[config.mk]
export PLATFORM = sky130hd
export DESIGN_NAME = addr_reg_stack
export DESIGN_NICKNAME = d
export VERILOG_FILES = /design/src/rtl/addr_reg_stack.sv
export SDC_FILE = /design/constraint.sdc
export NUM_CORES = 1
export LEC_CHECK = 0
export ABC_AREA = 1
export BUFFER_PORTS_ARGS = -buffer_cell sky130_fd_sc_hd__buf_2
export CORE_MARGIN = 2
export CORE_UTILIZATION = 50
export CTS_CLUSTER_SIZE = 12
export DETAILED_ROUTE_END_ITERATION = 8
export GPL_TIMING_DRIVEN = 0
export PLACE_DENSITY = 0.73
export SLEW_MARGIN = 20
export SYNTH_ARGS = -nofsm -noshare
export SYNTH_HDL_FRONTEND = slang
export SYNTH_SLANG_ARGS = --single-unit
[constraint.sdc]
create_clock -name Clk -period 2.95 [get_ports Clk]
set_clock_uncertainty 0.05 [all_clocks]
set_input_delay 0.295 -clock Clk [delete_from_list [all_inputs] [get_ports Clk]]
set_output_delay 0.295 -clock Clk [all_outputs]
set_load 0.01 [all_outputs]
[src/rtl/addr_reg_stack.sv]
// addr_reg_stack
//   Address register for the processor datapath. Loads from one of NSRC
//   source buses, auto-increments/decrements inside a [LimLo,LimHi] window
//   with wrap detection, and keeps a DEPTH-entry LIFO for call/return.
//
// Ports
//   Clk    : rising-edge clock
//   Rst    : synchronous active-high reset
//   WEN    : operation enable (0 = hold everything, Wrap low)
//   Op     : 000 HOLD, 001 LOAD, 010 INC, 011 DEC, 100 CALL, 101 RET,
//            110 BASE, 111 reserved (HOLD)
//   Sel    : source select into SrcIn
//   SrcIn  : NSRC concatenated WIDTH-bit sources, source 0 in the LSBs
//   LimLo  : window lower bound (inclusive)
//   LimHi  : window upper bound (inclusive)
//   dout   : current address (registered)
//   Wrap   : one-cycle pulse after an INC/DEC that wrapped
//   Full   : stack holds DEPTH entries
//   Empty  : stack holds no entries
//   Err    : sticky overflow/underflow/illegal-select flag, cleared by Rst
//   Level  : stack occupancy 0..DEPTH
module addr_reg_stack #(
  parameter int WIDTH     = 8,
  parameter int NSRC      = 4,
  parameter int SELW      = 2,
  parameter int DEPTH     = 4,
  parameter int STEP      = 1,
  parameter int RESET_VAL = 0
) (
  input  logic                  Clk,
  input  logic                  Rst,
  input  logic                  WEN,
  input  logic [2:0]            Op,
  input  logic [SELW-1:0]       Sel,
  input  logic [NSRC*WIDTH-1:0] SrcIn,
  input  logic [WIDTH-1:0]      LimLo,
  input  logic [WIDTH-1:0]      LimHi,
  output logic [WIDTH-1:0]      dout,
  output logic                  Wrap,
  output logic                  Full,
  output logic                  Empty,
  output logic                  Err,
  output logic [4:0]            Level
);

  localparam logic [2:0] OP_HOLD = 3'b000;
  localparam logic [2:0] OP_LOAD = 3'b001;
  localparam logic [2:0] OP_INC  = 3'b010;
  localparam logic [2:0] OP_DEC  = 3'b011;
  localparam logic [2:0] OP_CALL = 3'b100;
  localparam logic [2:0] OP_RET  = 3'b101;
  localparam logic [2:0] OP_BASE = 3'b110;

  localparam logic [WIDTH-1:0] STEP_N  = WIDTH'(STEP);
  localparam logic [WIDTH:0]   STEP_X  = {1'b0, STEP_N};
  localparam logic [WIDTH-1:0] RST_D   = WIDTH'(RESET_VAL);
  localparam logic [4:0]       DEPTH_L = 5'(DEPTH);

  logic [WIDTH-1:0] stack_mem [DEPTH];

  logic [WIDTH-1:0] src_val;
  logic             sel_bad;
  logic [WIDTH-1:0] top_val;
  logic [WIDTH:0]   inc_sum;
  logic             inc_wrap;
  logic             dec_wrap;
  logic             push;
  logic             pop;

  assign Full  = (Level == DEPTH_L);
  assign Empty = (Level == 5'd0);

  // Source mux written as a compare loop so an out-of-range Sel never
  // indexes past the end of SrcIn.
  always_comb begin
    src_val = '0;
    for (int i = 0; i < NSRC; i++) begin
      if (32'(Sel) == i) src_val = SrcIn[i*WIDTH +: WIDTH];
    end
  end

  assign sel_bad = (32'(Sel) >= NSRC);

  // Entry just below Level is the top of stack.
  always_comb begin
    top_val = '0;
    for (int i = 0; i < DEPTH; i++) begin
      if (Level == 5'(i + 1)) top_val = stack_mem[i];
    end
  end

  // Compares are done one bit wider so a window ending at the top (or
  // starting at the bottom) of the address space still detects the wrap.
  assign inc_sum  = {1'b0, dout} + STEP_X;
  assign inc_wrap = (inc_sum > {1'b0, LimHi});
  assign dec_wrap = ({1'b0, dout} < ({1'b0, LimLo} + STEP_X));

  assign push = WEN && (Op == OP_CALL) && !Full && !sel_bad;
  assign pop  = WEN && (Op == OP_RET) && !Empty;

  always_ff @(posedge Clk) begin
    if (Rst) begin
      dout  <= RST_D;
      Wrap  <= 1'b0;
      Err   <= 1'b0;
      Level <= 5'd0;
    end else begin
      Wrap <= 1'b0;
      if (WEN) begin
        case (Op)
          OP_LOAD: begin
            if (sel_bad) Err <= 1'b1;
            else         dout <= src_val;
          end
          OP_INC: begin
            if (inc_wrap) begin
              dout <= LimLo;
              Wrap <= 1'b1;
            end else begin
              dout <= inc_sum[WIDTH-1:0];
            end
          end
          OP_DEC: begin
            if (dec_wrap) begin
              dout <= LimHi;
              Wrap <= 1'b1;
            end else begin
              dout <= dout - STEP_N;
            end
          end
          OP_CALL: begin
            if (Full || sel_bad) begin
              Err <= 1'b1;
            end else begin
              dout  <= src_val;
              Level <= Level + 5'd1;
            end
          end
          OP_RET: begin
            if (Empty) begin
              Err <= 1'b1;
            end else begin
              dout  <= top_val;
              Level <= Level - 5'd1;
            end
          end
          OP_BASE: dout <= LimLo;
          default: ;
        endcase
      end
    end
  end

  // Stack storage needs no reset: only entries below Level are ever read.
  always_ff @(posedge Clk) begin
    if (!Rst && push) begin
      for (int i = 0; i < DEPTH; i++) begin
        if (Level == 5'(i)) stack_mem[i] <= dout;
      end
    end
  end

  // pop is folded into the dout/Level update above.
  logic unused_ok;
  assign unused_ok = pop | (Op == OP_HOLD);

endmodule

==> flow_summary.toml <==
[run_status]
status = "completed"

[floorplanning]
io-pin-count = 73
rows = 31
die_x_um = 90.9
die_h_um = 90.9
dieArea_um2 = 8270
core-area_um2 = 7290
start_util_pct = 51.8

[placement]
dp_hpwl_mm = 7.90
gp_congestion = 1.02
io_buffers = 71
dp_cells = 693

[layout]
stdcell_count = 707
finish.utilization_pct = 61.0
drive_gt1_share_pct = 22.7
antennaDiodeCount = 0
layout_commonest_cell = "nand2_1"
area_growth_pct = 17.7
layout_common_cells = "nand2_1 (126), inv_1 (79), buf_2 (73), nand3_1 (66), nor2_1 (51)"
layout.nets = 687

[clock_network]
cts_tree = "yes"
clk_pin_slew_ns = 0.09
htreeDepth = 2
root_buffer = "clkbuf_8"
clock_path_buffers = 2
worstSkewPairLatency_ns = 0.30
cts_made_buffers = 5
clock_sinks = 47

[timing]
hold_viol = 0
setup_viol = 0
period_needed_ns = 2.74
rsz0062_at_grt = "yes"
fmax_mhz = 364
setup_tns_ns = 0
fin_crit_sh_pct = 93.0
slew_headroom_pct = 55.3
drv_slew = 0
worstMarginPinSlew_ns = 0.667

[route]
avgRoutedWirePerCell_um = 14.4
via_count = 3714
detail_route.first_pass.iterations = 4
drc = 0
final_antenna_net_count = 0
drt_wl_total_mm = 10.2
vias_per_cell = 5.25
drt-initial-drc-count = 210

[worst_hold_path]
worstHoldPathType = "input pin to flop"

[synth]
syn_avg_cell_area_um2 = 7.22
synth.distinct_cells = 38
ys_async_sr_fraction_pct = 0
synthFlopType = "edfxtp_1"
syn-cell-area_um2 = 3780
netlist_instances = 523
synth_edf_count = 32
ys_seq_area_share_pct = 33.4
syn_nets = 603
yosys_warnings = 0
synth-seq-cells = 47

[grt]
grt_pass1_wl_mm = 16.8
grtUsageTotal_pct = 25.0
first_global_vias = 3655
antenna_found_initial = 0
grt_max_degree = 16
grt_overflow = 0

[power_and_ir_drop]
ir_worst_vdd_v = 0.000201
p_leak_uw = 0.00224
p_per_area_nw_per_um2 = 368

[worst_setup_path]
cp.required_ns = 2.84
arrival_ns = 2.64
path_max_fanout = 10
start_kind = "flop"
cp-end-kind = "flop"
path_class = "flop to flop"

[job]
cap_violations = 0
cells in the mapped netlist, types with 2 or more instances:
master,count,area (um^2)
nor3_2,2,20.0
nand3_2,5,50.1
xnor2_1,4,35.0
nand3b_2,2,22.5
edfxtp_1,32,961
nor2_1,53,199
xor2_1,10,87.6
nand2_1,126,473
nand2_4,3,33.8
nor3_1,2,10.0
o21ai_0,25,125
a211oi_1,5,37.5
buf_4,3,22.5
inv_2,3,11.3
or2_2,6,37.5
a221oi_1,4,35.0
or2_0,2,12.5
a41oi_1,3,26.3
a21oi_2,6,52.6
nand3_1,66,330
nand4_1,6,37.5
nand2_2,3,18.8
nand3_4,2,35.0
buf_2,2,10.0
nor2_4,2,22.5
inv_1,79,297
ha_1,24,300
a21oi_1,19,95.1
dfxtp_1,15,300
worst paths after layout:
path | startpoint | endpoint | slack (ns) | cells after the start
max | Level[0] | stack_mem[2][7] | 0.21 | 10
max reg2reg | Level[0] | stack_mem[2][7] | 0.21 | 10
min | Rst | dout[4] | 0.11 | 2
min reg2reg | Err | Err | 0.42 | 2
metrics by stage:
stage / setup WS [ns] / instance area [um^2] / power [uW] / hold slack [ns]
after floorplan: 0.364 / 3780 / 1080 / 0.314
after global placement: -0.155 / 4260 / 1220 / 0.397
after detailed placement: -0.161 / 4260 / 1240 / 0.401
after CTS: 0.0306 / 4360 / 1620 / 0.108
after global routing: -0.0227 / 4450 / 1730 / 0.103
final: 0.206 / 4450 / 1640 / 0.110
layout make-up:
type                       instances  area (um^2)
multi-input combinational        387         2190
clock inverter                     3         20.0
sequential                        47         1280
timing repair buffer              77          400
buffer                             7         51.3
inverter                          82          308
fill                             718         2840
tap                               99          124
clock buffer                       5         68.8
logic make-up after synthesis:
kind of cell    after synthesis  share of synthesized area [%]
compound gates               64                           10.2
buf+inv                      89                           9.40
xor+xnor                     14                           3.24
simple gates                285                           35.9
flops                        47                           33.4
fa+ha+maj                    24                           7.95
power by group:
| group | internal [uW] | switching, uW | total (uW) | leakage, uW |
|---|---|---|---|---|
| logic | 188 | 285 | 472 | 0.00178 |
| registers | 725 | 45.3 | 770 | 0.000425 |
| clock network | 165 | 229 | 394 | 0.0000402 |
| total | 1080 | 559 | 1640 | 0.00224 |
repair_timing:
item	CTS	global route
setup endpoints to repair	8	24
buffers inserted	0	6
pin swaps	0	3
hold endpoints to repair	0	0
hold buffers	0	0
gates resized for setup	6	12
registers in the layout, summed over array words and instances (netlist names):
| signal | flops |
|---|---|
| dout | 8 |
| stack_mem | 32 |
| Wrap | 1 |
| Level | 5 |
| Err | 1 |
critical path, stage by stage, from the launching register on:
cell	delay (ns)
dfxtp_1	0.41
inv_1	0.15
ha_1	0.22
inv_1	0.05
nor2_1	0.05
nand3_2	0.17
buf_2	0.26
inv_1	0.08
nor2_1	0.14
nand3_1	0.24
nor2_1	0.56
per-layer routing:
layer  global-route usage (%)  vias to the layer above  share of wire [%]
li1                         -                     1887                  -
met1                     30.3                     1671                 43
met2                     45.2                      128                 48
met3                     2.99                       28                5.4
met4                     9.22                        0                2.7
met5                        0                        -                  0
Power figures use the tool's default switching activity.
